==> src/rtl/sprite_rom_arbiter.sv <==
// Round-robin arbiter sharing one 1-cycle-latency sprite ROM among NUM_REQ requesters.
// Optional build macro SPRITE_ARB_CONFLICT_CNT_EN adds a saturating multi-request counter.
module sprite_rom_arbiter #(
    parameter int NUM_REQ = 4,
    parameter int ADDR_W  = 9,
    parameter int DATA_W  = 8
) (
    input  logic                        Clk,
    input  logic                        Reset,
    input  logic [NUM_REQ-1:0]          req,
    input  logic [NUM_REQ*ADDR_W-1:0]   req_addr,
    output logic [NUM_REQ-1:0]          gnt,
    output logic [ADDR_W-1:0]           rom_addr,
    input  logic [DATA_W-1:0]           rom_data,
    output logic                        rd_valid,
    output logic [$clog2(NUM_REQ)-1:0]  rd_id,
    output logic [DATA_W-1:0]           rd_data,
    output logic [NUM_REQ*DATA_W-1:0]   hold_data
`ifdef SPRITE_ARB_CONFLICT_CNT_EN
    ,
    output logic [15:0]                 conflict_cnt
`endif
);

    localparam int ID_W = $clog2(NUM_REQ);

    logic [ID_W-1:0]   ptr;
    logic [ID_W-1:0]   ptr_nxt;
    logic              pv;
    logic [ID_W-1:0]   pid;
    logic              found;
    logic [ID_W-1:0]   win;
    logic [DATA_W-1:0] hold_q [NUM_REQ];

    // First set request at or above ptr, wrapping around.
    always_comb begin
        found = 1'b0;
        win   = '0;
        for (int k = 0; k < NUM_REQ; k++) begin
            if (!found && req[(int'(ptr) + k) % NUM_REQ]) begin
                found = 1'b1;
                win   = ID_W'((int'(ptr) + k) % NUM_REQ);
            end
        end
    end

    always_comb begin
        gnt      = '0;
        rom_addr = '0;
        if (found) begin
            gnt[win] = 1'b1;
            rom_addr = req_addr[win*ADDR_W +: ADDR_W];
        end
    end

    assign ptr_nxt = (win == ID_W'(NUM_REQ - 1)) ? '0 : win + 1'b1;

    always_ff @(posedge Clk) begin
        if (Reset) begin
            ptr <= '0;
            pv  <= 1'b0;
            pid <= '0;
            for (int i = 0; i < NUM_REQ; i++) begin
                hold_q[i] <= '0;
            end
        end else begin
            pv <= found;
            if (found) begin
                ptr <= ptr_nxt;
                pid <= win;
            end
            if (pv) begin
                hold_q[pid] <= rom_data;
            end
        end
    end

    assign rd_valid = pv;
    assign rd_id    = pid;
    assign rd_data  = pv ? rom_data : '0;

    for (genvar g = 0; g < NUM_REQ; g++) begin : g_hold
        assign hold_data[g*DATA_W +: DATA_W] = hold_q[g];
    end

`ifdef SPRITE_ARB_CONFLICT_CNT_EN
    logic multi;

    // Two or more bits set exactly when clearing the lowest set bit leaves something.
    assign multi = |(req & (req - 1'b1));

    always_ff @(posedge Clk) begin
        if (Reset) begin
            conflict_cnt <= '0;
        end else if (multi && conflict_cnt != 16'hFFFF) begin
            conflict_cnt <= conflict_cnt + 16'd1;
        end
    end
`endif

endmodule

==> config.mk <==
export PLATFORM = sky130hd
export DESIGN_NAME = sprite_rom_arbiter
export DESIGN_NICKNAME = d
export VERILOG_FILES = /design/src/rtl/sprite_rom_arbiter.sv
export SDC_FILE = /design/constraint.sdc
export NUM_CORES = 1
export LEC_CHECK = 0
export BUFFER_PORTS_ARGS = -buffer_cell sky130_fd_sc_hd__buf_2
export CAP_MARGIN = 25
export CORE_MARGIN = 5
export CORE_UTILIZATION = 40
export DETAILED_ROUTE_END_ITERATION = 10
export HOLD_SLACK_MARGIN = 0.05
export PLACE_DENSITY = 0.74
export REMOVE_ABC_BUFFERS = 1
export SLEW_MARGIN = 20
export SYNTH_ARGS = -nofsm -noshare
export SYNTH_HDL_FRONTEND = slang
export SYNTH_SLANG_ARGS = --single-unit
==> constraint.sdc <==
create_clock -name Clk -period 2.24 [get_ports Clk]
set_input_delay 0.448 -clock Clk [delete_from_list [all_inputs] [get_ports Clk]]
set_output_delay 0.448 -clock Clk [all_outputs]
set_load 0.01 [all_outputs]
==> run summary <==
Post-synth cell types = 28
Max-slew violation count = 0
R2R setup slack = 660 ps
Main flop type after synthesis = edfxtp_1
Worst Max-Slew Pin Slew = 354.7 ps
Post-route ant nets = 0
Worst-path clk slew = 70 ps
Crit share post-route = 1.027
Grt ovf = 0
Critical Path RT = 1790 ps
Port buffer count = 105
Ports = 106
Htree depth = 2
Period minus WS final = 2301 ps
Max Root-Sink Buffers = 2
CTS Buf Count = 5
Sequential element share of the synthesized area = 0.5687
Die area = 6129 um2
Cts hold-fix bufs = 0
Initial core utilization = 0.4198
Drt pass-1 iters = 5
Peak VDD IR = 0.2771 mV
Antenna violations before repair = 0
Crit start category = flop
# rows = 24
Post-synthesis register bit count = 37
Setup violators final = 11
FILL cells = 366
Power Density = 677.3 nW/um2
Asr flop ratio synth = 0
Crit Path Max Fanout = 11
Max Clock Skew = 4.665 ps
Clock latency on the worst-skew pair = 290 ps
# diodes = 0
Vias = 1571
Vias in the first global route = 1611
Tot GR Track Use = 0.1650
Mapped cell area = 1866 um2
Number of flops mapped to enable cells by yosys = 32
Critical path class = reg2out
# DRC = 0
Final Util = 0.5904
Pwr Total = 1777 uW
Layout cells sized above 1 = 0.4834
Synth warnings = 0
DP Area = 2496 um2
Failing checks = setup timing
CTS tree = built
Global-route wire length before repair = 7810 um
Detailed router's first-iteration violation count = 60
Design area = 2624 um2
Synth Instances = 153
Worst setup EP type = primary output
Routed length per instance = 15.11 um
Synth-to-layout area growth = 40.64%
Final setup TNS = -286.4 ps
Root Driver = clkbuf_8
Peak Freq = 434.7 MHz
CTS Sinks = 37
Leakage = 0.001269 uW
DP HPWL = 3825 um
Arr. time, crit path = 1850 ps
Die Width = 78.29 um
Largest net degree at the start of global routing = 13
Avg Inst Size Synth = 12.19 um2
Core area = 4444 um2
Fin. Hold Viols = 0
Most common cell after layout, fill and taps aside = buf_2
Worst Hold Class = in2reg
Most frequent cells in the layout = 105 x buf_2, 43 x and2_1, 32 x edfxtp_1, 19 x mux2i_1, 9 x o22ai_1
Setup WS post-layout = -60.65 ps
Max-cap violation count = 0
Drt total wl = 4879 um
Unrepaired setup endpoints after global routing = yes
Post-layout net count = 324
Status = complete, but fails checks
Max_slew headroom = 0.7631
DR vias/cell = 4.864
Final GP Congestion = 0.7871
Chip Height = 78.29 um
[cells in the mapped netlist, types with 2 or more instances]
cell type | count | area [um2]
nor2_1 | 4 | 15.01
ha_1 | 4 | 50.05
dfxtp_1 | 5 | 100.1
clkbuf_1 | 2 | 7.510
o22ai_1 | 9 | 56.30
nor3b_1 | 2 | 15.01
inv_2 | 2 | 7.510
edfxtp_1 | 32 | 960.9
or2_1 | 3 | 18.77
nand2b_1 | 3 | 18.77
a21oi_1 | 6 | 30.03
mux2i_1 | 19 | 190.2
and2_1 | 44 | 275.3
nand2_1 | 4 | 15.01
[power by group]
part	switching, uW	total (uW)	internal [uW]
Clock	221	436	215
Combinational	264	511	247
Sequential	26.3	830	803
[final timing paths]
path / startpoint / end / cells after the start
setup / recovery: ptr[1] / gnt[0] / 8
hold / removal: Reset / ptr[1] / 2
setup reg to reg: ptr[1] / ptr[1] / 7
hold reg to reg: ptr[1] / ptr[1] / 2
[metrics by stage]
stage	hold slack, ps	cells	setup WS [ps]
3_3_place_gp	505.5	312	87.91
6_report	443.1	323	-60.65
3_5_place_dp	530.9	312	62.78
2_1_floorplan	467.3	148	-505.1
5_1_grt	463.6	323	-144.6
4_1_cts	426.1	322	-35.47
[sequential cells by signal (all words and copies together), names as in the netlist]
| name | cells |
|---|---|
| hold_q | 32 |
| ptr | 2 |
| rd_valid | 1 |
| rd_id | 2 |
[kinds of logic after synthesis]
kind of cell	Yosys count	synth area share
AOI/OAI and AO/OA	19	0.06573
adders and majority gates	4	0.02683
buffers and inverters	8	0.02280
DFF	37	0.5687
muxes	19	0.1019
and+or+nand+nor	66	0.2139
[final cells by class]
class                      count  area, um2  share of cell area
inverter                       3      13.76            0.005246
sequential                    37       1065              0.4058
multi-input combinational    108      777.0              0.2961
clock inverter                 2      10.01            0.003815
timing repair buffer         115      620.6              0.2365
clock buffer                   6      72.57             0.02766
tap                           52      65.06             0.02480
[per-layer routing]
layer  vias to the layer above  global-route usage  wire [um]
met4                         0             0.05245         32
met2                       106              0.2783       2294
met5                         -                   0          0
met1                       681              0.1907       1926
met3                         4             0.06979        625
li1                        780                   -          -
[timing repair]
action	CTS	global route
pin swaps	1	4
gates cloned	1	0
buffers inserted	1	2
endpoints found under the setup margin	13	13
gates resized for setup	5	4
[critical path, cell delays in order (launching register included)]
cell and delay (ps):
dfxtp_4 380, mux2i_1 190, nor2_1 90, nor3_4 250, buf_12 180, inv_4 40, ha_1 180, and2_4 130
buf_2 130
Power figures use the tool's default switching activity.
